--- src/rtl/sram_arbiter.sv ---
// rtl/sram_arbiter.sv - fixed-priority SRAM arbiter with aging override
// Shares one single-ported synchronous SRAM among NPORTS requesters; reads return one cycle after grant.
module sram_arbiter #(
  parameter int NPORTS   = 2,
  parameter int WIDTH    = 32,
  parameter int DEPTH    = 512,
  parameter int MAX_WAIT = 7,
  localparam int AW = $clog2(DEPTH),
  localparam int BW = WIDTH / 8
) (
  input  logic                  clk,
  input  logic                  rst,
  input  logic [NPORTS-1:0]     req,
  input  logic [NPORTS-1:0]     we,
  input  logic [NPORTS*BW-1:0]  be,
  input  logic [NPORTS*AW-1:0]  addr,
  input  logic [NPORTS*WIDTH-1:0] wdata,
  output logic [NPORTS-1:0]     gnt,
  output logic [NPORTS-1:0]     rvalid,
  output logic [WIDTH-1:0]      rdata,
  output logic                  sram_cs_n,
  output logic                  sram_we_n,
  output logic [BW-1:0]         sram_be_n,
  output logic [AW-1:0]         sram_addr,
  output logic [WIDTH-1:0]      sram_wdata,
  input  logic [WIDTH-1:0]      sram_rdata
);

  localparam int IW = (NPORTS > 1) ? $clog2(NPORTS) : 1;
  localparam logic [7:0] MAXW = 8'(MAX_WAIT);

  logic [7:0]        wait_cnt [NPORTS];
  logic [NPORTS-1:0] rd_owner;
  logic [NPORTS-1:0] urgent;
  logic [IW-1:0]     win;
  logic              any_gnt;

  // Descending loops so the lowest matching index is assigned last and wins;
  // the urgent pass runs second so it overrides plain priority.
  always_comb begin
    win = '0;
    for (int i = 0; i < NPORTS; i++) begin
      urgent[i] = req[i] && (wait_cnt[i] == MAXW);
    end
    for (int i = NPORTS - 1; i >= 0; i--) begin
      if (req[i]) win = IW'(i);
    end
    if (|urgent) begin
      for (int i = NPORTS - 1; i >= 0; i--) begin
        if (urgent[i]) win = IW'(i);
      end
    end
  end

  always_comb begin
    any_gnt = (|req) && !rst;
    gnt = '0;
    if (any_gnt) gnt[win] = 1'b1;
  end

  always_comb begin
    sram_cs_n  = !any_gnt;
    sram_we_n  = any_gnt ? !we[win] : 1'b1;
    sram_be_n  = (any_gnt && we[win]) ? ~be[win*BW +: BW] : '1;
    sram_addr  = addr[win*AW +: AW];
    sram_wdata = wdata[win*WIDTH +: WIDTH];
  end

  always_ff @(posedge clk) begin
    if (rst) begin
      rd_owner <= '0;
      for (int i = 0; i < NPORTS; i++) wait_cnt[i] <= '0;
    end else begin
      rd_owner <= gnt & ~we;
      for (int i = 0; i < NPORTS; i++) begin
        if (!req[i] || gnt[i])
          wait_cnt[i] <= '0;
        else if (wait_cnt[i] != MAXW)
          wait_cnt[i] <= wait_cnt[i] + 8'd1;
      end
    end
  end

  // A read granted just before reset still has its owner bit set during rst; mask it.
  assign rvalid = rst ? '0 : rd_owner;
  assign rdata  = sram_rdata;

endmodule

--- config.mk ---
export PLATFORM = sky130hd
export DESIGN_NAME = sram_arbiter
export DESIGN_NICKNAME = d
export VERILOG_FILES = /design/src/rtl/sram_arbiter.sv
export SDC_FILE = /design/constraint.sdc
export NUM_CORES = 1
export LEC_CHECK = 0
export ABC_AREA = 1
export ABC_CLOCK_PERIOD_IN_PS = 1650
export CORE_MARGIN = 2
export CORE_UTILIZATION = 25
export DETAILED_ROUTE_END_ITERATION = 12
export GPL_TIMING_DRIVEN = 0
export PLACE_DENSITY = 0.75
export SLEW_MARGIN = 10
export SYNTH_ARGS = -nofsm -noshare
export SYNTH_HDL_FRONTEND = slang
export SYNTH_SLANG_ARGS = --single-unit
--- constraint.sdc ---
create_clock -name clk -period 1.65 [get_ports clk]
set_input_delay 0.33 -clock clk [delete_from_list [all_inputs] [get_ports clk]]
set_output_delay 0.33 -clock clk [all_outputs]
set_load 0.02 [all_outputs]
==> impl_metrics.env, run 1 <==
export IMPL_swShare_pct=33.8
export IMPL_io_buffer_count=178
export IMPL_start_util_pct=25.4
export IMPL_drv_cap=0
export IMPL_slowest_stage="edfxtp_1"
export IMPL_worstSkewPairLatency_ns=0.26
export IMPL_outcome="finished with violations"
export IMPL_drive_gt1_share_pct=40.6
export IMPL_core_area_um2=7140
export IMPL_synthDistinctLibCells=22
export IMPL_routabilityCongestion=0.825
export IMPL_synth_area_um2=1810
export IMPL_clkSinkCount=18
export IMPL_first_global_vias=2243
export IMPL_yosysTopAreaCell="nand2_1"
export IMPL_hold_path_class="in2reg"
export IMPL_rows=31
export IMPL_root_buffer="clkbuf_8"
export IMPL_htreeDepth=1
export IMPL_fmax_mhz=447
export IMPL_violations="negative setup slack"
export IMPL_crit_chain="ha_2 -> nand2_2 -> clkinv_2 -> nand2_4 -> nor2_4 -> nand2_4 -> nand2_8 -> buf_12 -> clkbuf_16 -> nand2_4 -> nand2_4 -> buf_4"
export IMPL_num_antenna_cells=0
export IMPL_yosys_area_share_simple_pct=44.0
export IMPL_crit_path_max_fanout=7
export IMPL_cts_buffers=3
export IMPL_fp_dieW_um=89.1
export IMPL_synth_area_top_cells="nand2_1 (30%), edfxtp_1 (27%), buf_4 (15%), nor2_1 (5.4%), xor2_1 (3.4%)"
export IMPL_power_leakage_nw=2.06
export IMPL_via_per_inst=4.18
export IMPL_setup_violations=64
export IMPL_synth_compound_area_share_pct=0.277
export IMPL_tns_ns=-27.62
export IMPL_syn_inst=288
export IMPL_ir_drop_uv=541
export IMPL_p_per_area_nw_per_um2=433
export IMPL_drt_iter0_drc=38
export IMPL_startpoint_type="flop"
export IMPL_yosysSeqAreaShare_pct=28.8
export IMPL_cts_tree="built"
export IMPL_cp_required_ns=1.32
export IMPL_drc_errors=0
export IMPL_rsz0062_at_grt="yes"
export IMPL_finalCriticalPeriod_ns=2.24
export IMPL_groute_usage_overall_pct=16.8
export IMPL_r2r_start="wait_cnt[0][0]"
export IMPL_whs_path_depth=3
export IMPL_hold_path_end="rd_owner[1]"
export IMPL_worstSetupPathType="reg2out"
export IMPL_holdWs_ns=0.565
export IMPL_synth_top_area_share_pct=30.5
export IMPL_wl_um=7830
export IMPL_switchingPower_mw=0.636
export IMPL_synth_top_family_by_area="simple AND/OR/NAND/NOR gates"
export IMPL_ctsHoldBuffers=0
export IMPL_area_growth_pct=141
export IMPL_dp_hpwl_um=6290
export IMPL_die_area_um2=7930
export IMPL_grt_max_degree=11
export IMPL_synth_xor_area_share_pct=4.84
export IMPL_dieHeight_um=89.1
export IMPL_worstRegToRegCells=12
export IMPL_p_total_mw=1.88
export IMPL_r2r_end="wait_cnt[0][1]"
export IMPL_cp_end_kind="primary output"
export IMPL_num_vias=2502
export IMPL_r2r_slack_ns=-0.22
export IMPL_clk_pin_slew_ns=0.07
export IMPL_yosysWarnings=0
export IMPL_synth_mux_area_share_pct=0
export IMPL_internal_power_mw=1.25
export IMPL_antenna_found_initial=0
export IMPL_mostFrequentLayoutCell="clkdlybuf4s50_1"
export IMPL_crit_top_cell="nand2_4"
export IMPL_slowest_delay_ns=0.41
export IMPL_min_delay_start="req[1]"
export IMPL_dp_slack_ns=-1.11
export IMPL_combPwrFrac_pct=55.6
export IMPL_min_period_over_period_pct=135
export IMPL_ios=211
export IMPL_worstPathArrival_ns=1.91
export IMPL_synth_seq_cells=18
export IMPL_layout_common_cells="clkdlybuf4s50_1 (124), buf_4 (90), nand2_1 (82), nand2_2 (45), nand2_4 (23)"
export IMPL_clock_skew_ns=0.00168
export IMPL_finalHoldViolations=0
export IMPL_dr_pass1_iters=4
export IMPL_power_frac_clock_pct=17.2
export IMPL_seq_power_share_pct=27.2
export IMPL_maxSlewViolCount=0
export IMPL_clockBufferDepth=2
export IMPL_synth_adder_area_share_pct=1.38
export IMPL_grt_pass1_wl_um=10500
export IMPL_syn_area_per_cell_um2=6.28
export IMPL_final_nets=631
export IMPL_ant_nets=0
export IMPL_fillerInstances=687
export IMPL_wl_per_cell_um=13.1
export IMPL_gr_total_overflow=0
export IMPL_fin_ws_ns=-0.585
power by group through the flow:
stage	combinational (mW)	clock, mW	sequential, mW
CTS	1.01	0.321	0.513
detailed placement	1.00	0	0.524
global placement	0.989	0	0.523
floorplan	0.471	0	0.521
global route	1.12	0.338	0.514
finish	1.05	0.323	0.513
synthesized netlist by cell type:
cell,count
buf_2,3
buf_4,36
buf_6,2
clkinv_1,1
conb_1,1
dfxtp_1,2
edfxtp_1,16
ha_1,2
inv_1,15
inv_2,1
nand2_1,147
nand2_2,4
nand2_4,1
nand3_1,10
nand4_1,4
nor2_1,26
nor2_2,2
nor3_1,3
nor3b_1,1
o21ai_0,1
xnor2_1,3
xor2_1,7
per-layer routing:
layer / vias up / global-route usage (%) / part of all wire, %
li1: 1269 / - / -
met1: 1132 / 20.0 / 36
met2: 91 / 32.0 / 55
met3: 10 / 2.12 / 6.8
met4: 0 / 3.66 / 1.5
met5: - / 0 / 0
through the flow:
stage	util [%]	cells	area, um^2
floorplan	-	295	2100
global placement	56.1	572	4000
detailed placement	56.1	572	4000
CTS	58.3	591	4160
global route	61.0	599	4350
finish	61.0	599	4350
final cells by class:
| cell class | count | area, um^2 | area share [%] |
|---|---|---|---|
| Sequential cell | 18 | 520 | 12.0 |
| Buffer | 40 | 348 | 7.99 |
| Clock buffer | 3 | 41.3 | 0.949 |
| Multi-Input combinational cell | 219 | 1320 | 30.2 |
| Timing Repair Buffer | 202 | 1930 | 44.3 |
| Tap cell | 99 | 124 | 2.85 |
| Clock inverter | 1 | 3.75 | 0.0863 |
| Inverter | 17 | 72.6 | 1.67 |
kinds of logic after synthesis:
family	count (synthesis)
AND/OR/NAND/NOR	198
adder cells (fa/ha/maj)	2
other	1
AO/OA/AOI/OAI	1
flip-flops	18
XOR/XNOR	10
buffers and inverters	58
critical path, delay by kind of cell, from the launching register on:
family	cells	cell delay [ns]
flip-flops	1	0.41
adder cells (fa/ha/maj)	1	0.21
buffers and inverters	4	0.55
AND/OR/NAND/NOR	7	0.48
state kept, by name (all words and copies together), names as in the netlist:
signal and cells:
wait_cnt 16, rd_owner 2
what timing repair did:
item | 4_1_cts | 5_1_grt
setup endpoints to repair | 67 | 68
resized for setup | 276 | 32
setup buffers | 13 | 8
pin swaps | 11 | 8
cloned | 2 | 1
hold endpoints to repair | 0 | 0
how the worst max path moves through the flow:
stage | from | endpoint | slack [ns]
global placement | req[0] | sram_wdata[17] | -1.08
CTS | wait_cnt[0][0] | sram_be_n[2] | -0.59
floorplan | wait_cnt[1][0] | sram_be_n[0] | -0.1
global route | wait_cnt[0][0] | sram_be_n[2] | -0.70
detailed placement | req[0] | sram_wdata[17] | -1.11
finish | wait_cnt[0][0] | sram_wdata[13] | -0.59
Note: power is estimated with default switching activity, not from simulation.
==> inputs of run 2 (changes only) <==
--- a/config.mk
+++ b/config.mk
@@ -6,9 +6,10 @@
 export NUM_CORES = 1
 export LEC_CHECK = 0
 export ABC_AREA = 1
-export ABC_CLOCK_PERIOD_IN_PS = 1650
+export ABC_CLOCK_PERIOD_IN_PS = 1990
 export CORE_MARGIN = 2
 export CORE_UTILIZATION = 25
+export CTS_CLUSTER_DIAMETER = 60
 export DETAILED_ROUTE_END_ITERATION = 12
 export GPL_TIMING_DRIVEN = 0
 export PLACE_DENSITY = 0.75
==> constraint.sdc (replaced) <==
create_clock -name clk -period 1.99 [get_ports clk]
set_input_delay 0.398 -clock clk [delete_from_list [all_inputs] [get_ports clk]]
set_output_delay 0.398 -clock clk [all_outputs]
set_load 0.02 [all_outputs]
==> run 2 against run 1 <==
Net effect: the flow still finishes with violations (negative setup slack); via count down 2.1%; wire length down 2.5%; sequential power shrank 17%; count of clock-buffer cells in the layout up 1; critical path depth shrank 1; first-iteration DRC count up 47%; largest power group unchanged.
==> impl_metrics.env, run 2 (same netlist as run 1, synthesis figures left out) <==
export IMPL_maxSlewViolCount=0
export IMPL_crit_start="wait_cnt[1][0]"
export IMPL_drv_cap=0
export IMPL_crit_path_max_fanout=7
export IMPL_via_per_inst=4.12
export IMPL_swShare_pct=31.8
export IMPL_finalHoldViolations=0
export IMPL_ant_nets=0
export IMPL_fmax_mhz=443
export IMPL_slowest_delay_ns=0.38
export IMPL_root_buffer="clkbuf_8"
export IMPL_internal_power_mw=1.04
export IMPL_outcome="finished with violations"
export IMPL_wl_um=7630
export IMPL_startpoint_type="flop"
export IMPL_fp_dieW_um=89.1
export IMPL_rows=31
export IMPL_min_delay_start="wait_cnt[0][7]"
export IMPL_routabilityCongestion=0.798
export IMPL_hold_path_class="reg2reg"
export IMPL_io_buffer_count=178
export IMPL_ios=211
export IMPL_cp_required_ns=1.59
export IMPL_clk_pin_slew_ns=0.07
export IMPL_r2r_end="wait_cnt[1][4]"
export IMPL_seq_power_share_pct=27.9
export IMPL_worstSetupPathType="reg2out"
export IMPL_dr_pass1_iters=4
export IMPL_worstSkewPairLatency_ns=0.25
export IMPL_worstPathArrival_ns=1.86
export IMPL_area_growth_pct=123
export IMPL_clockBufferDepth=2
export IMPL_path_delay_family="simple AND/OR/NAND/NOR gates"
export IMPL_place_area_um2=3740
export IMPL_cts_buffers=3
export IMPL_p_total_mw=1.52
export IMPL_clkSinkCount=18
export IMPL_cts_tree="built"
export IMPL_drc_errors=0
export IMPL_largest_register="wait_cnt"
export IMPL_combPwrFrac_pct=52.4
export IMPL_htreeDepth=1
export IMPL_power_frac_clock_pct=19.7
export IMPL_groute_usage_overall_pct=15.8
export IMPL_largest_reg_flops=16
export IMPL_ir_drop_uv=372
export IMPL_slowest_stage="edfxtp_1"
export IMPL_clock_skew_ns=0.00123
export IMPL_first_global_vias=2126
export IMPL_rsz0062_at_grt="yes"
export IMPL_r2r_slack_ns=0.18
export IMPL_die_area_um2=7930
export IMPL_cp_buffers_inverters=3
export IMPL_holdWs_ns=0.634
export IMPL_min_period_over_period_pct=114
export IMPL_worstRegToRegCells=9
export IMPL_p_per_area_nw_per_um2=378
export IMPL_grt_max_degree=11
export IMPL_top_regs="wait_cnt: 16 flops, rd_owner: 2 flops"
export IMPL_switchingPower_mw=0.484
export IMPL_gr_total_overflow=0
export IMPL_crit_path_end="sram_wdata[13]"
export IMPL_dp_hpwl_um=6010
export IMPL_power_leakage_nw=1.94
export IMPL_finalCriticalPeriod_ns=2.26
export IMPL_design_area_um2=4030
export IMPL_dp_slack_ns=-0.799
export IMPL_num_vias=2450
export IMPL_r2r_start="wait_cnt[1][0]"
export IMPL_fin_ws_ns=-0.269
export IMPL_crit_cells=11
export IMPL_setup_violations=48
export IMPL_antenna_found_initial=1
export IMPL_grt_pass1_wl_um=10100
export IMPL_drive_gt1_share_pct=30.5
export IMPL_layout_common_cells="clkdlybuf4s50_1 (126), nand2_1 (123), buf_4 (68), nand2_2 (26), nor2_1 (25)"
export IMPL_mostFrequentLayoutCell="clkdlybuf4s50_1"
export IMPL_start_util_pct=25.4
export IMPL_core_area_um2=7140
export IMPL_dieHeight_um=89.1
export IMPL_drt_iter0_drc=56
export IMPL_violations="negative setup slack"
export IMPL_ctsHoldBuffers=0
export IMPL_cp_end_kind="primary output"
export IMPL_crit_chain="ha_2 -> nand3_2 -> nor2_4 -> nand2_2 -> nand2_2 -> nand2_4 -> buf_8 -> clkbuf_16 -> nand2_1 -> nand2_1 -> buf_6"
export IMPL_wl_per_cell_um=12.8
export IMPL_final_nets=626
-- run 2: worst min-delay path by stage --
stage | to | cells past startpoint
global route | wait_cnt[0][7] | 2
floorplan | rd_owner[0] | 1
detailed placement | wait_cnt[1][0] | 1
global placement | wait_cnt[1][0] | 1
finish | wait_cnt[0][7] | 2
CTS | wait_cnt[0][7] | 2
-- run 2: final cells by class --
type,instances,area (um^2)
Timing Repair Buffer,196,1880
Clock buffer,4,55.1
Tap cell,99,124
Antenna cell,1,2.50
Sequential cell,18,520
Multi-Input combinational cell,219,1040
Fill cell,688,3110
Inverter,17,66.3
Buffer,41,338
-- run 2: per-stage QoR --
step           setup TNS [ns]  std cells  utilization [%]
6_report               -11.07        595             56.5
5_1_grt                -16.57        594             56.5
4_1_cts                -10.33        589             54.3
3_5_place_dp           -39.26        572             52.4
3_3_place_gp           -36.81        572             52.4
2_1_floorplan               0        295                -
-- run 2: power by group through the flow --
stage	Clock [mW]	Combinational (mW)	Sequential, mW
finish	0.300	0.799	0.425
global route	0.318	0.855	0.426
CTS	0.298	0.760	0.425
detailed placement	0	0.762	0.434
global placement	0	0.757	0.433
floorplan	0	0.327	0.432
-- run 2: worst reg2reg max path: stages, from the launching register on --
cell and delay [ns]:
edfxtp_1 0.38, ha_2 0.21, nand3_2 0.09, nor2_4 0.14
nand2_2 0.06, nand2_2 0.08, nand2_4 0.10, buf_4 0.20
nand4_1 0.08, buf_4 0.18
-- run 2: routing by layer --
metal | vias up | wire length (um) | part of all wire, % | global-route usage [%]
met3 | 8 | 936 | 12 | 7.11
met2 | 125 | 3710 | 49 | 26.2
li1 | 1259 | - | - | -
met1 | 1058 | 2880 | 38 | 19.9
met5 | - | 0 | 0 | 0
met4 | 0 | 99 | 1.3 | 1.36
-- run 2: repair_timing --
item / CTS / global route
pin swaps: 10 / 19
endpoints found under the setup margin: 59 / 49
resized for setup: 260 / 42
buffers inserted: 12 / 4
gates cloned: 1 / 1
